$ cat src/rtl/fb_loader.sv
// Framebuffer loader: decodes a host byte stream of pixel/cursor/fill commands
// into one-pixel-per-cycle framebuffer writes with a raster-advancing cursor.
module fb_loader #(
  parameter int XW = 7,
  parameter int YW = 7,
  parameter int PW = 6
) (
  input  logic          clk,
  input  logic          rst_n,
  input  logic [7:0]    in_data,
  input  logic          in_valid,
  output logic          in_ready,
  output logic          wr_en,
  output logic [XW-1:0] wr_x,
  output logic [YW-1:0] wr_y,
  output logic [PW-1:0] wr_data,
  output logic          busy,
  output logic          frame_done
);

  typedef enum logic [2:0] {
    S_IDLE      = 3'd0,
    S_GET_X     = 3'd1,
    S_GET_Y     = 3'd2,
    S_GET_COLOR = 3'd3,
    S_FILL      = 3'd4
  } state_t;

  state_t        r_state;
  logic [XW-1:0] r_cur_x;
  logic [YW-1:0] r_cur_y;
  logic [PW-1:0] r_fill_color;
  logic          r_wr_en;
  logic [XW-1:0] r_wr_x;
  logic [YW-1:0] r_wr_y;
  logic [PW-1:0] r_wr_data;
  logic          r_frame_done;

  state_t        w_nxt_state;
  logic [XW-1:0] w_nxt_x;
  logic [YW-1:0] w_nxt_y;
  logic [PW-1:0] w_nxt_color;
  logic          w_nxt_wr_en;
  logic [XW-1:0] w_nxt_wr_x;
  logic [YW-1:0] w_nxt_wr_y;
  logic [PW-1:0] w_nxt_wr_data;
  logic          w_nxt_fd;

  logic          w_accept;
  logic          w_x_last;
  logic          w_y_last;
  logic [XW-1:0] w_adv_x;
  logic [YW-1:0] w_adv_y;

  assign in_ready   = (r_state != S_FILL);
  assign busy       = (r_state == S_FILL);
  assign wr_en      = r_wr_en;
  assign wr_x       = r_wr_x;
  assign wr_y       = r_wr_y;
  assign wr_data    = r_wr_data;
  assign frame_done = r_frame_done;

  assign w_accept = in_valid & in_ready;
  assign w_x_last = (r_cur_x == {XW{1'b1}});
  assign w_y_last = (r_cur_y == {YW{1'b1}});
  // Cursor wraps naturally through modulo-width arithmetic; y steps only on x wrap.
  assign w_adv_x  = r_cur_x + XW'(1);
  assign w_adv_y  = w_x_last ? (r_cur_y + YW'(1)) : r_cur_y;

  // Next-state, cursor and write-port decode.
  always_comb begin
    w_nxt_state   = r_state;
    w_nxt_x       = r_cur_x;
    w_nxt_y       = r_cur_y;
    w_nxt_color   = r_fill_color;
    w_nxt_wr_en   = 1'b0;
    w_nxt_wr_x    = r_wr_x;
    w_nxt_wr_y    = r_wr_y;
    w_nxt_wr_data = r_wr_data;
    w_nxt_fd      = 1'b0;
    case (r_state)
      S_IDLE: begin
        if (w_accept) begin
          if (in_data[7:6] == 2'b00) begin
            w_nxt_wr_en   = 1'b1;
            w_nxt_wr_x    = r_cur_x;
            w_nxt_wr_y    = r_cur_y;
            w_nxt_wr_data = PW'(in_data[5:0]);
            w_nxt_x       = w_adv_x;
            w_nxt_y       = w_adv_y;
            w_nxt_fd      = w_x_last & w_y_last;
          end else if (in_data == 8'h40) begin
            w_nxt_state = S_GET_X;
          end else if (in_data == 8'h80) begin
            w_nxt_state = S_GET_COLOR;
          end else if (in_data == 8'hC0) begin
            w_nxt_x = {XW{1'b0}};
            w_nxt_y = {YW{1'b0}};
          end else begin
            w_nxt_state = S_IDLE;
          end
        end else begin
          w_nxt_state = S_IDLE;
        end
      end
      S_GET_X: begin
        if (w_accept) begin
          w_nxt_x     = in_data[XW-1:0];
          w_nxt_state = S_GET_Y;
        end else begin
          w_nxt_state = S_GET_X;
        end
      end
      S_GET_Y: begin
        if (w_accept) begin
          w_nxt_y     = in_data[YW-1:0];
          w_nxt_state = S_IDLE;
        end else begin
          w_nxt_state = S_GET_Y;
        end
      end
      S_GET_COLOR: begin
        if (w_accept) begin
          w_nxt_color = in_data[PW-1:0];
          w_nxt_x     = {XW{1'b0}};
          w_nxt_y     = {YW{1'b0}};
          w_nxt_state = S_FILL;
        end else begin
          w_nxt_state = S_GET_COLOR;
        end
      end
      S_FILL: begin
        w_nxt_wr_en   = 1'b1;
        w_nxt_wr_x    = r_cur_x;
        w_nxt_wr_y    = r_cur_y;
        w_nxt_wr_data = r_fill_color;
        w_nxt_x       = w_adv_x;
        w_nxt_y       = w_adv_y;
        if (w_x_last && w_y_last) begin
          w_nxt_fd    = 1'b1;
          w_nxt_state = S_IDLE;
        end else begin
          w_nxt_state = S_FILL;
        end
      end
      default: begin
        w_nxt_state = S_IDLE;
      end
    endcase
  end

  // State, cursor, fill colour and registered write port.
  always_ff @(posedge clk or negedge rst_n) begin
    if (!rst_n) begin
      r_state      <= S_IDLE;
      r_cur_x      <= {XW{1'b0}};
      r_cur_y      <= {YW{1'b0}};
      r_fill_color <= {PW{1'b0}};
      r_wr_en      <= 1'b0;
      r_wr_x       <= {XW{1'b0}};
      r_wr_y       <= {YW{1'b0}};
      r_wr_data    <= {PW{1'b0}};
      r_frame_done <= 1'b0;
    end else begin
      r_state      <= w_nxt_state;
      r_cur_x      <= w_nxt_x;
      r_cur_y      <= w_nxt_y;
      r_fill_color <= w_nxt_color;
      r_wr_en      <= w_nxt_wr_en;
      r_wr_x       <= w_nxt_wr_x;
      r_wr_y       <= w_nxt_wr_y;
      r_wr_data    <= w_nxt_wr_data;
      r_frame_done <= w_nxt_fd;
    end
  end

endmodule

$ cat config.mk
export PLATFORM = sky130hd
export DESIGN_NAME = fb_loader
export DESIGN_NICKNAME = d
export VERILOG_FILES = /design/src/rtl/fb_loader.sv
export SDC_FILE = /design/constraint.sdc
export NUM_CORES = 1
export LEC_CHECK = 0
export CORE_MARGIN = 2
export CORE_UTILIZATION = 35
export DETAILED_ROUTE_END_ITERATION = 10
export PLACE_DENSITY_LB_ADDON = 0.05
export SETUP_SLACK_MARGIN = 0.4
export SLEW_MARGIN = 20
export SYNTH_ARGS = -nofsm -noshare
export SYNTH_HDL_FRONTEND = slang
export SYNTH_SLANG_ARGS = --single-unit
$ cat constraint.sdc
create_clock -name clk -period 3.25 [get_ports clk]
set_input_delay 0.325 -clock clk [delete_from_list [all_inputs] [get_ports clk]]
set_output_delay 0.325 -clock clk [all_outputs]
set_load 0.05 [all_outputs]
# After elaboration in Yosys (flattened, before gate mapping)
# Cells that the tools add are included.
dict set report classes {
  n_addsub 2
  n_mul 0
  n_div 0
  n_lt_le_gt_ge 0
  n_eq_ne 20
  n_shift 0
  mux 38
  bitwise 2
  n_reduce_logical 11
}
# cell n
set ops {}
lappend ops {{7-bit two-way mux} 14}
lappend ops {{7-bit case mux with 4 select lines} 2}
lappend ops {{7-bit case mux with 2 select lines} 2}
lappend ops {{3-bit two-way mux} 7}
lappend ops {{8-bit == test (second input constant)} 2}
lappend ops {{3-bit inequality test (second input constant)} 5}
lappend ops {{3-bit case mux with 5 select lines} 1}
lappend ops {{7-bit by 1-bit adder with 7-bit output (second input constant)} 2}
lappend ops {{7-bit == test (second input constant)} 2}
lappend ops {{7-bit AND reduction} 2}
lappend ops {{6-bit two-way mux} 2}
lappend ops {{6-bit case mux with 2 select lines} 1}
lappend ops {{2-bit inequality test (second input constant)} 5}
lappend ops {{8-bit by 7-bit == test with 1-bit output (second input constant)} 1}
lappend ops {{4-bit nonzero test} 2}
lappend ops {{3-bit by 2-bit == test with 1-bit output (second input constant)} 2}
lappend ops {{1-bit two-way mux} 5}
lappend ops {{5-bit inequality test (second input constant)} 1}
lappend ops {{2-bit two-way mux} 2}
lappend ops {{1-bit case mux with 2 select lines} 2}
lappend ops {{2-bit AND reduction} 2}
lappend ops {{3-bit by 1-bit == test with 1-bit output (second input constant)} 1}
lappend ops {{3-bit == test (second input constant)} 1}
lappend ops {{3-bit logical NOT} 1}
lappend ops {{other kinds (5)} 6}
dict set report totals {
  register_bits 45
  latch_bits 0
  mem_bits_rw 0
  mem_bits_ro 0
  elab_cells 82
  mem_count 0
}

# Longest topological paths before layout
# Gate-level depths: netlist of the first run.
dict set report logic_depth {
  depth_word 7
  ltp_mapped 7
  depth_no_buf 6
}

# Worst setup path before layout of the first run
# OpenSTA, ideal clock, no wires.
dict set report synth_timing {
  path_type {flip-flop to flip-flop}
  from {register r_state[2]}
  to {register r_wr_data[3], in the netlist wr_data[3]}
  setup_time_ns 0.136
  t_arrival_ns 1.712
  t_required_ns 3.114
  slack_ns 1.402
  stages_incl_launch_ff 6
  n_path_buf 1
  synth_period_minus_slack_ns 1.848
  path_cell_list {dfrtp_1 clkbuf_1 nand2_1 inv_2 mux2i_1 o21ai_0}
}
dict set report synth_via {
  elab_chain_len 4
  elab_cells_between_ends 9
}
# item line
set synth_rtl {}
lappend synth_rtl {{start, declared} 29} ;# state_t r_state;
lappend synth_rtl {{start signal, assigned} 165} ;# r_state <= w_nxt_state;
lappend synth_rtl {{3-bit inequality test} 55} ;# assign in_ready = (r_state != S_FILL);
lappend synth_rtl {{net in_ready} 12} ;# output logic in_ready,
lappend synth_rtl {{1-bit bitwise AND} 63} ;# assign w_accept = in_valid & in_ready;
lappend synth_rtl {{2-bit inequality test (no line)} n/a}
lappend synth_rtl {{3-bit AND reduction (no line)} n/a}
lappend synth_rtl {{end signal, assigned} 162} ;# r_wr_data <= {PW{1'b0}};
lappend synth_rtl {{end signal, assigned} 172} ;# r_wr_data <= w_nxt_wr_data;
lappend synth_rtl {{end, declared} 36} ;# logic [PW-1:0] r_wr_data;
# The timed path passes the listed nets, and every way through them passes these cells.
# A chain may end at the register's enable or synchronous reset.

# Final worst setup path of the first run
dict set report layout_timing {
  from {register r_state[0]}
  to {output port busy}
}
dict set report layout_via {
  elab_chain_len 1
}
# item line
set layout_rtl {}
lappend layout_rtl {{3-bit == test} 56} ;# assign busy = (r_state == S_FILL);
lappend layout_rtl {{end, declared} 17} ;# output logic busy,
# Every way passes these cells.

==> run metrics, run 1 <==
post-CTS setup buffers=0; Die W=83.8 um; Die Ht=83.8 um; dominant synthesized flop cell=dfrtp_1; die footprint=7030 sq um; final hold vios=0; post-route total power=1.32 mW; largest net degree at the start of global routing=46; Syn Inst Count=around 210; Hold Crit Class=input pin to asynchronous set/reset pin; post_cts resized=0; post-DP HPWL=3480 um; DRT Wirelength=4950 um; count of port buffers added during placement=34; synthesis-to-layout area growth=23.5%; Worst setup SP type=register; CTS Buf Count=5; CORE AREA=6240 sq um; outcome=finished, final reports clean; final number of setup-violating endpoints=0; flop and latch count out of synthesis=45; Area contributors post-synth=dfrtp_1 (50%), mux2_2 (10%), o21ai_0 (4.9%); final core utilization=0.441; hold_ws=0.0206 ns; crit path max fanout=10; mean post-synth cell area=10.5 sq um; crit path time final=2.51 ns; CP Data Arrival Time=~2.2 ns; commonest cells in the netlist=dfrtp_1 (45), nand2_1 (26), o21ai_0 (22), mux2_2 (20), nor2_1 (13); CP cell instances=nor2_1 -> nand2_1 -> inv_2 -> clkdlybuf4s50_1; critical path's largest stage delay=~0.84 ns; Final ANT Viol Nets=0; initial antenna violation count=0; 1st-pass router iterations=4; most frequent cell after synthesis=dfrtp_1; Leakage Power=1.18 nW; CP max-delay cell=clkdlybuf4s50_1; Max-cap violations=0; Worst path top cell family by delay=buffers and inverters; Clock Sinks=45; GRT Residual Overflow=0; root buffer cell=clkbuf_8; Ys Warns=0; post-route setup TNS=0 ns; first-pass GRT wire length=between 8000 and 9000 um; mapped cell area=~2200 sq um; # diodes=0; Clock Tree Buf Depth=2; Worst-Skew Late Latency=about 0.3 ns; Max VDD drop=0.238 mV; GR Util All Layers=0.153; r2r endpoint=r_cur_y[0]; CP Depth=4; Mapped Nets=226; critical path class=register to output pin; Crit Reg-Reg Startpoint=r_state[0]; period utilisation layout=0.773; Clock transition at path regs=0.09 ns; Top Ports=35; CTS tree=built; worst path bufs/invs=2; Post-synth EDFFs=0; initial cell density of the core=0.357; drt drc=0; count of cell types in the netlist=41; Synth async-reset ratio=1.00; crit path capture type=output pin; post-synth top area share=0.505; Via Count=approximately 1700; Yosys top cell by area=dfrtp_1; vias in the first global route=1668; max-slew violations=0; Placer Congestion=around 0.78; Clock Skew=between 0.007 and 0.008 ns; Worst R2R Setup Slack=1.30 ns; pwr dens=479 nW/um^2; vias per std cell=5.12; # fillers=a little over 600; DR iter-0 viols=65; sequential share of the synthesized area=0.505; Worst R2R Path Depth=5; Req. time, crit path=2.92 ns; RSZ-0062 raised after global routing=false; CTS H-Tree Depth=2; row count=29; Max-slew headroom=0.498; Final #Nets=260; Routed WL per cell=between 15 and 20 um; CTS hold repair buffers=0; ratio of cells with drive above 1 in the final layout=0.153; FMAX=398 MHz; Worst Tran Pin Value=0.748 ns
==> power breakdown <==
group	internal [mW]	leakage [nW]	switching, mW
Sequential	0.595	0.609	0.0246
Clock	0.250	0.0574	0.196
Combinational	0.0910	0.513	0.163
Total	0.936	1.18	0.384
==> kinds of logic (layout without fill, tap and decap cells) <==
| kind of cell | Yosys count | count (layout) | synth area share |
|---|---|---|---|
| simple gates | 73 | 73 | 0.166 |
| compound gates | 53 | 53 | 0.159 |
| flops | 45 | 45 | 0.505 |
| mux | 26 | 26 | 0.128 |
| buf+inv | 13 | 48 | 0.0269 |
| fa+ha+maj | 2 | 2 | 0.0112 |
| xor+xnor | 1 | 1 | 0.00393 |
==> registers in the layout, summed over array words and instances, names as in the netlist <==
register / flops
r_cur_y: 7
wr_en: 1
r_cur_x: 7
wr_y: 7
wr_data: 6
r_fill_color: 6
frame_done: 1
r_state: 3
wr_x: 7
==> worst max-delay path by stage <==
stage,slack (ns),end,start
after floorplan,1.40,wr_data[3],r_state[2]
after global placement,0.73,wr_y[3],in_data[6]
after detailed placement,0.76,wr_y[2],in_data[6]
after CTS,0.72,busy,r_state[0]
after global routing,0.61,busy,r_state[0]
final,0.74,busy,r_state[0]
==> worst register-to-register path, cell delays in order (launching register included) <==
cell and delay (ns):
dfrtp_1 0.50, nor3b_1 0.34, nand4_1 0.16, nand4_1 0.38, o21ai_0 0.21, a22o_1 0.26
==> per-layer routing <==
layer,share of wire,vias to the layer above,GRT usage
met5,0,-,0
met4,0.021,0,0.0557
met3,0.038,9,0.0346
met2,0.42,40,0.215
met1,0.52,781,0.229
li1,-,835,-
==> cells in the final DEF (no fill, tap or decap), types with 2 or more instances in the layout <==
master,synthesis,layout
a21oi_1,4,4
a22o_1,12,12
a2bb2oi_1,2,2
and2_1,3,3
and3_1,3,3
buf_4,1,3
clkbuf_8,0,6
clkdlybuf4s50_1,0,33
dfrtp_1,45,45
ha_1,2,2
inv_1,3,3
mux2_2,20,20
mux2i_1,6,6
nand2_1,26,26
nand2b_1,6,6
nand3_1,5,5
nand3b_1,2,2
nand4_1,4,4
nor2_1,13,13
nor3_1,2,2
nor3b_1,2,2
o21ai_0,22,22
o31ai_1,5,5
==> stage by stage <==
step                      area, sq um  setup WS (ns)  instances
after CTS                        2750          0.721        325
final                            2760          0.737        325
after global routing             2760          0.607        325
after floorplan                  2230           1.40        213
after global placement           2630          0.733        317
after detailed placement         2630          0.756        317
==> area by class of cell <==
type                       count  area [sq um]  share of cell area
sequential                    45          1130               0.409
multi-input combinational    155          1040               0.379
timing repair buffer          36           353               0.128
tap                           77          96.3              0.0350
clock buffer                   6          82.6              0.0300
clock inverter                 2          37.5              0.0136
inverter                       4          15.0             0.00545
(Power assumes the default switching activity.)
==> run 2, diff against run 1 <==
==> constraint.sdc (replaced) <==
create_clock -name clk -period 2.45 [get_ports clk]
set_input_delay 0.245 -clock clk [delete_from_list [all_inputs] [get_ports clk]]
set_output_delay 0.245 -clock clk [all_outputs]
set_load 0.05 [all_outputs]
==> run 2 against run 1 <==
Compared with the run above:
- critical path depth grew 2
- highest routed layer unchanged
- non-clock buffer count grew 14
- setup slack lost 0.19 ns
- sequential power grew 33%
- largest power group unchanged
==> run metrics, run 2 (synthesis gave the netlist of run 1 again) <==
outcome=finished, final reports clean (unchanged); fin cells=337 (was 325); pwr dens=569 nW/um^2 (was 479 nW/um^2); Worst R2R Setup Slack=0.55 ns (was 1.30 ns); first-pass GRT wire length=8910 um (was 8540 um); GR Util All Layers=0.160 (was 0.153); drt drc=0 (unchanged); Die W=83.8 um (unchanged); Req. time, crit path=2.69 ns (was 2.92 ns); initial cell density of the core=0.357 (unchanged); Final ANT Viol Nets=0 (unchanged); Clock transition at path regs=0.08 ns (was 0.09 ns); Placer Congestion=0.840 (was 0.778); Clock Tree Buf Depth=2 (unchanged); Placed Cells=328 (was 317); worst path bufs/invs=0 (was 2); RSZ-0062 raised after global routing=false (unchanged); post-placement setup slack=0.104 ns (was 0.756 ns); CP max-delay cell=dfrtp_1 (was clkdlybuf4s50_1); Worst-Skew Late Latency=0.30 ns (about the same); commonest non-fill, non-tap cell in the layout=dfrtp_1 (unchanged); post-DP HPWL=3550 um (was 3480 um); Via Count=1720 (was 1665); max-slew violations=0 (unchanged); Die Ht=83.8 um (unchanged); vias per std cell=5.10 (was 5.12); 1st-pass router iterations=4 (unchanged); Max-cap violations=0 (unchanged); CP cell instances=ha_1 -> nand3_2 -> or2_4 -> or3_1 -> o31ai_2 -> a22o_1 (was nor2_1 -> nand2_1 -> inv_2 -> clkdlybuf4s50_1); crit path time final=1.90 ns; FMAX=525 MHz; largest net degree at the start of global routing=46 (unchanged); CORE AREA=6240 sq um (unchanged); critical path's largest stage delay=0.42 ns (was 0.84 ns); row count=29 (unchanged); Worst R2R Path Depth=6 (was 5); Clock Sinks=45 (unchanged); CTS H-Tree Depth=2 (unchanged); GRT Residual Overflow=0 (unchanged); Leakage Power=1.24 nW (was 1.18 nW); CTS Buf Count=5 (unchanged); DRT Wirelength=5160 um (was 4950 um); CTS hold repair buffers=0 (unchanged); synthesis-to-layout area growth=26.4% (was 23.5%); die footprint=7030 sq um (unchanged); crit path max fanout=5 (was 10); period utilisation layout=0.777; ratio of cells with drive above 1 in the final layout=0.200 (was 0.153); Max-slew headroom=0.614 (was 0.498); Worst setup SP type=register (unchanged); root buffer cell=clkbuf_8 (unchanged); Hold Crit Class=input pin to asynchronous set/reset pin (unchanged); count of port buffers added during placement=34 (unchanged); DR iter-0 viols=63 (was 65); Worst path top cell family by delay=simple AND/OR/NAND/NOR gates (was buffers and inverters); Clock Skew=0.00826 ns (was 0.00766 ns); post-route setup TNS=0 ns (unchanged); Max VDD drop=0.323 mV (was 0.238 mV); final number of setup-violating endpoints=0 (unchanged); # diodes=0 (unchanged); CP Data Arrival Time=2.14 ns (was 2.19 ns); Final #Nets=274 (was 260); initial antenna violation count=0 (unchanged); Top Ports=35 (unchanged); post-route total power=1.60 mW (was 1.32 mW); crit path capture type=register (was output pin); vias in the first global route=1767 (was 1668); most frequent cells in the layout=dfrtp_1 (45), clkdlybuf4s50_1 (31), nand2_1 (26), o21ai_0 (22), mux2_2 (20) (was dfrtp_1 (45), clkdlybuf4s50_1 (33), nand2_1 (26), o21ai_0 (22), mux2_2 (20)); Critical path origin=r_cur_x[0] (was r_state[0]); CP Depth=6 (was 4); CTS tree=built (unchanged); Routed WL per cell=15.3 um (was 15.2 um); Worst Tran Pin Value=0.579 ns (was 0.748 ns); critical path class=register to register (was register to output pin); final core utilization=0.452 (was 0.441); post-route setup slack=0.545 ns (was 0.737 ns); final hold vios=0 (unchanged); Crit Reg-Reg Startpoint=r_cur_x[0] (was r_state[0])
==> run 2: power breakdown <==
part	switching (mW)	internal [mW]
Combinational	0.219	0.133
Sequential	0.0325	0.789
Clock	0.243	0.188
==> run 2: final cells by class <==
| class | instances | area (sq um) |
|---|---|---|
| flip-flops and latches | 45 | 1130 |
| clock inverters | 1 | 5.00 |
| repair buffers | 50 | 462 |
| fillers | 598 | 3420 |
| clock buffers | 5 | 68.8 |
| well taps | 77 | 96.3 |
| inverters | 4 | 15.0 |
| multi-input cells | 155 | 1050 |
==> run 2: routing by layer <==
layer	share of wire	track usage	routed length [um]	vias to the layer above
li1	-	-	-	863
met1	0.51	0.235	2620	815
met2	0.44	0.239	2300	33
met3	0.027	0.0277	138	9
met4	0.020	0.0557	104	0
met5	0	0	0	-
==> run 2: what timing repair did <==
item	in CTS	in global routing
resized for setup	2	3
buffers inserted	0	3
endpoints found under the setup margin	2	8
pin swaps	0	1
==> run 2: per-stage QoR <==
stage | cell area [sq um] | hold slack (ns)
3_5_place_dp | 2730 | 0.379
4_1_cts | 2800 | 0.0603
5_1_grt | 2820 | 0.0768
2_1_floorplan | 2230 | -0.0506
6_report | 2820 | 0.0152
3_3_place_gp | 2730 | 0.380
==> run 2: worst paths after layout <==
path                               to
max                        r_cur_y[5]
min                        wr_data[1]
max reg2reg                r_cur_y[5]
min reg2reg                wr_data[3]
max in group asynchronous  r_cur_y[3]
min in group clk           wr_data[3]
==> run 3, diff against run 2 <==
==> constraint.sdc (replaced) <==
create_clock -name clk -period 1.86 [get_ports clk]
set_input_delay 0.186 -clock clk [delete_from_list [all_inputs] [get_ports clk]]
set_output_delay 0.186 -clock clk [all_outputs]
set_load 0.05 [all_outputs]
==> run 3 against run 2 <==
Compared with the run above:
- setup slack worse by 0.33 ns
- via count increased by 12%
- clock skew rose by 0.0041 ns
- wire length grew 17%
- sequential cell count did not move
- non-clock buffer count increased by 34
- maximum frequency increased by 16%
- first-iteration DRC count grew 73%
- combinational power increased by 50%
==> run metrics, run 3 (synthesis gave the netlist of run 1 again) <==
CTS tree=built (unchanged); Multi-input gate area=1250 sq um (was 1050 sq um); CTS Buf Count=5 (unchanged); final hold vios=0 (unchanged); Max-cap violations=0 (unchanged); CP Data Arrival Time=1.88 ns (was 2.14 ns); Die Ht=83.8 um (unchanged); r2r endpoint=r_cur_y[5] (unchanged); Die W=83.8 um (unchanged); grt met1 use=0.252 (was 0.235); Worst-Skew Late Latency=0.30 ns (about the same); DR iter-0 viols=109 (was 63); Worst R2R Path Depth=6 (unchanged); period utilisation layout=0.884 (was 0.777); flip-flop and latch area=1130 sq um (about the same); Routed WL per cell=16.1 um (was 15.3 um); GR Layer Usage met3=0.0326 (was 0.0277); Final ANT Viol Nets=0 (unchanged); largest net degree at the start of global routing=46 (unchanged); drt drc=0 (unchanged); max-slew violations=0 (unchanged); vias in the first global route=1917 (was 1767); pwr dens=704 nW/um^2 (was 569 nW/um^2); critical path class=register to register (unchanged); Clock transition at path regs=0.10 ns (was 0.08 ns); Req. time, crit path=2.10 ns (was 2.69 ns); Worst R2R Setup Slack=0.22 ns (was 0.55 ns); post-route total power=2.38 mW (was 1.60 mW); crit path max fanout=4 (was 5); outcome=finished, final reports clean (unchanged); CP max-delay cell=dfrtp_1 (unchanged); Clock Tree Buf Depth=2 (unchanged); worst path bufs/invs=0 (unchanged); Final #Nets=310 (was 274); GRT Residual Overflow=0 (unchanged); synthesis-to-layout area growth=51.7% (was 26.4%); initial antenna violation count=0 (unchanged); Top Ports=35 (unchanged); initial cell density of the core=0.357 (unchanged); CORE AREA=6240 sq um (unchanged); Leakage Power=1.56 nW (was 1.24 nW); Worst path top cell family by delay=simple AND/OR/NAND/NOR gates (unchanged); vias per std cell=5.14 (was 5.10); root buffer cell=clkbuf_8 (unchanged); row count=29 (unchanged); most frequent cells in the layout=dfrtp_1 (42), buf_4 (35), dlygate4sd2_1 (23), nand2_1 (20), mux2_2 (20) (was dfrtp_1 (45), clkdlybuf4s50_1 (31), nand2_1 (26), o21ai_0 (22), mux2_2 (20)); first-pass GRT wire length=9690 um (was 8910 um); count of port buffers added during placement=34 (unchanged); critical path's largest stage delay=0.40 ns (was 0.42 ns); Worst Tran Pin Value=0.490 ns (was 0.579 ns); post-route setup TNS=0 ns (unchanged); grt peak-use layer=met2 (unchanged); die footprint=7030 sq um (unchanged); commonest non-fill, non-tap cell in the layout=dfrtp_1 (unchanged); post-DP HPWL=3750 um (was 3550 um); Clock Sinks=45 (unchanged); Crit Reg-Reg Startpoint=r_cur_x[1] (was r_cur_x[0]); CTS H-Tree Depth=2 (unchanged); DRT Wirelength=6050 um (was 5160 um); Via Count=1926 (was 1720); crit path capture type=register (unchanged); RSZ-0062 raised after global routing=true (was false); ratio of cells with drive above 1 in the final layout=0.393 (was 0.200); GR Util All Layers=0.173 (was 0.160); GRT met2 Usage=0.268 (was 0.239); Max-slew headroom=0.675 (was 0.614); CP cell instances=ha_4 -> nand3_4 -> or2_4 -> or3_1 -> o31ai_2 -> a22o_1 (was ha_1 -> nand3_2 -> or2_4 -> or3_1 -> o31ai_2 -> a22o_1); Hold Crit Class=input pin to asynchronous set/reset pin (unchanged); crit path time final=1.64 ns (was 1.90 ns); Placer Congestion=0.830 (was 0.840); # fillers=584 (was 598); Clock Skew=0.0124 ns (was 0.00826 ns); hold_ws=0.385 ns (was 0.0152 ns); 1st-pass router iterations=4 (unchanged); FMAX=608 MHz (was 525 MHz); Worst setup SP type=register (unchanged); # diodes=0 (unchanged); final number of setup-violating endpoints=0 (unchanged); Max VDD drop=0.390 mV (was 0.323 mV)
## run 3: cell type report
cell class                      count  share of cell area
Sequential cell                    45               0.334
Multi-Input combinational cell    157               0.369
Inverter                            4             0.00665
Clock buffer                        5              0.0203
Clock inverter                      3              0.0137
Timing Repair Buffer               84               0.228
Tap cell                           77              0.0285
## run 3: power by group
part | switching, mW | internal [mW] | total [mW] | leakage [nW]
combinational | 0.330 | 0.199 | 0.529 | 0.901
clock | 0.369 | 0.403 | 0.772 | 0.0543
sequential | 0.0424 | 1.04 | 1.08 | 0.604
total | 0.742 | 1.64 | 2.38 | 1.56
## run 3: per-layer routing
layer  part of all wire  up-vias
met1               0.49      950
li1                   -      946
met3              0.028        2
met4             0.0040        0
met2               0.48       28
met5                  0        -
## run 3: stage by stage
step                      std cells  setup slack, ns  cell area, sq um  utilization
after detailed placement        341           -0.120              2890        0.464
final                           375            0.215              3380        0.542
after global routing            375            0.149              3380        0.542
after CTS                       368            0.204              3230        0.518
after floorplan                 213            0.229              2310            -
after global placement          341          -0.0760              2890        0.464
## run 3: how the worst max path moves through the flow
stage,start,to,slack (ns),cells past startpoint
5_1_grt,r_cur_x[1],r_cur_y[5],0.15,6
4_1_cts,r_cur_x[0],r_cur_y[5],0.20,6
3_5_place_dp,in_data[4],r_cur_y[0],-0.12,6
6_report,r_cur_x[1],r_cur_y[5],0.22,6
3_3_place_gp,in_data[4],r_cur_y[2],-0.08,7
2_1_floorplan,r_cur_x[0],r_cur_y[5],0.23,6
## run 3: timing repair
action	4_1_cts	5_1_grt
cloned	1	3
endpoints found under the setup margin	59	42
hold endpoints to repair	45	0
setup buffers	17	4
resized for setup	54	31
hold buffers	1	0
pin swaps	12	6
## run 3: worst register-to-register path, stage by stage, from the launching register on
cell and delay (ns):
dfrtp_1 0.40, ha_4 0.18, nand3_4 0.08, or2_4 0.26
or3_1 0.32, o31ai_2 0.19, a22o_1 0.17
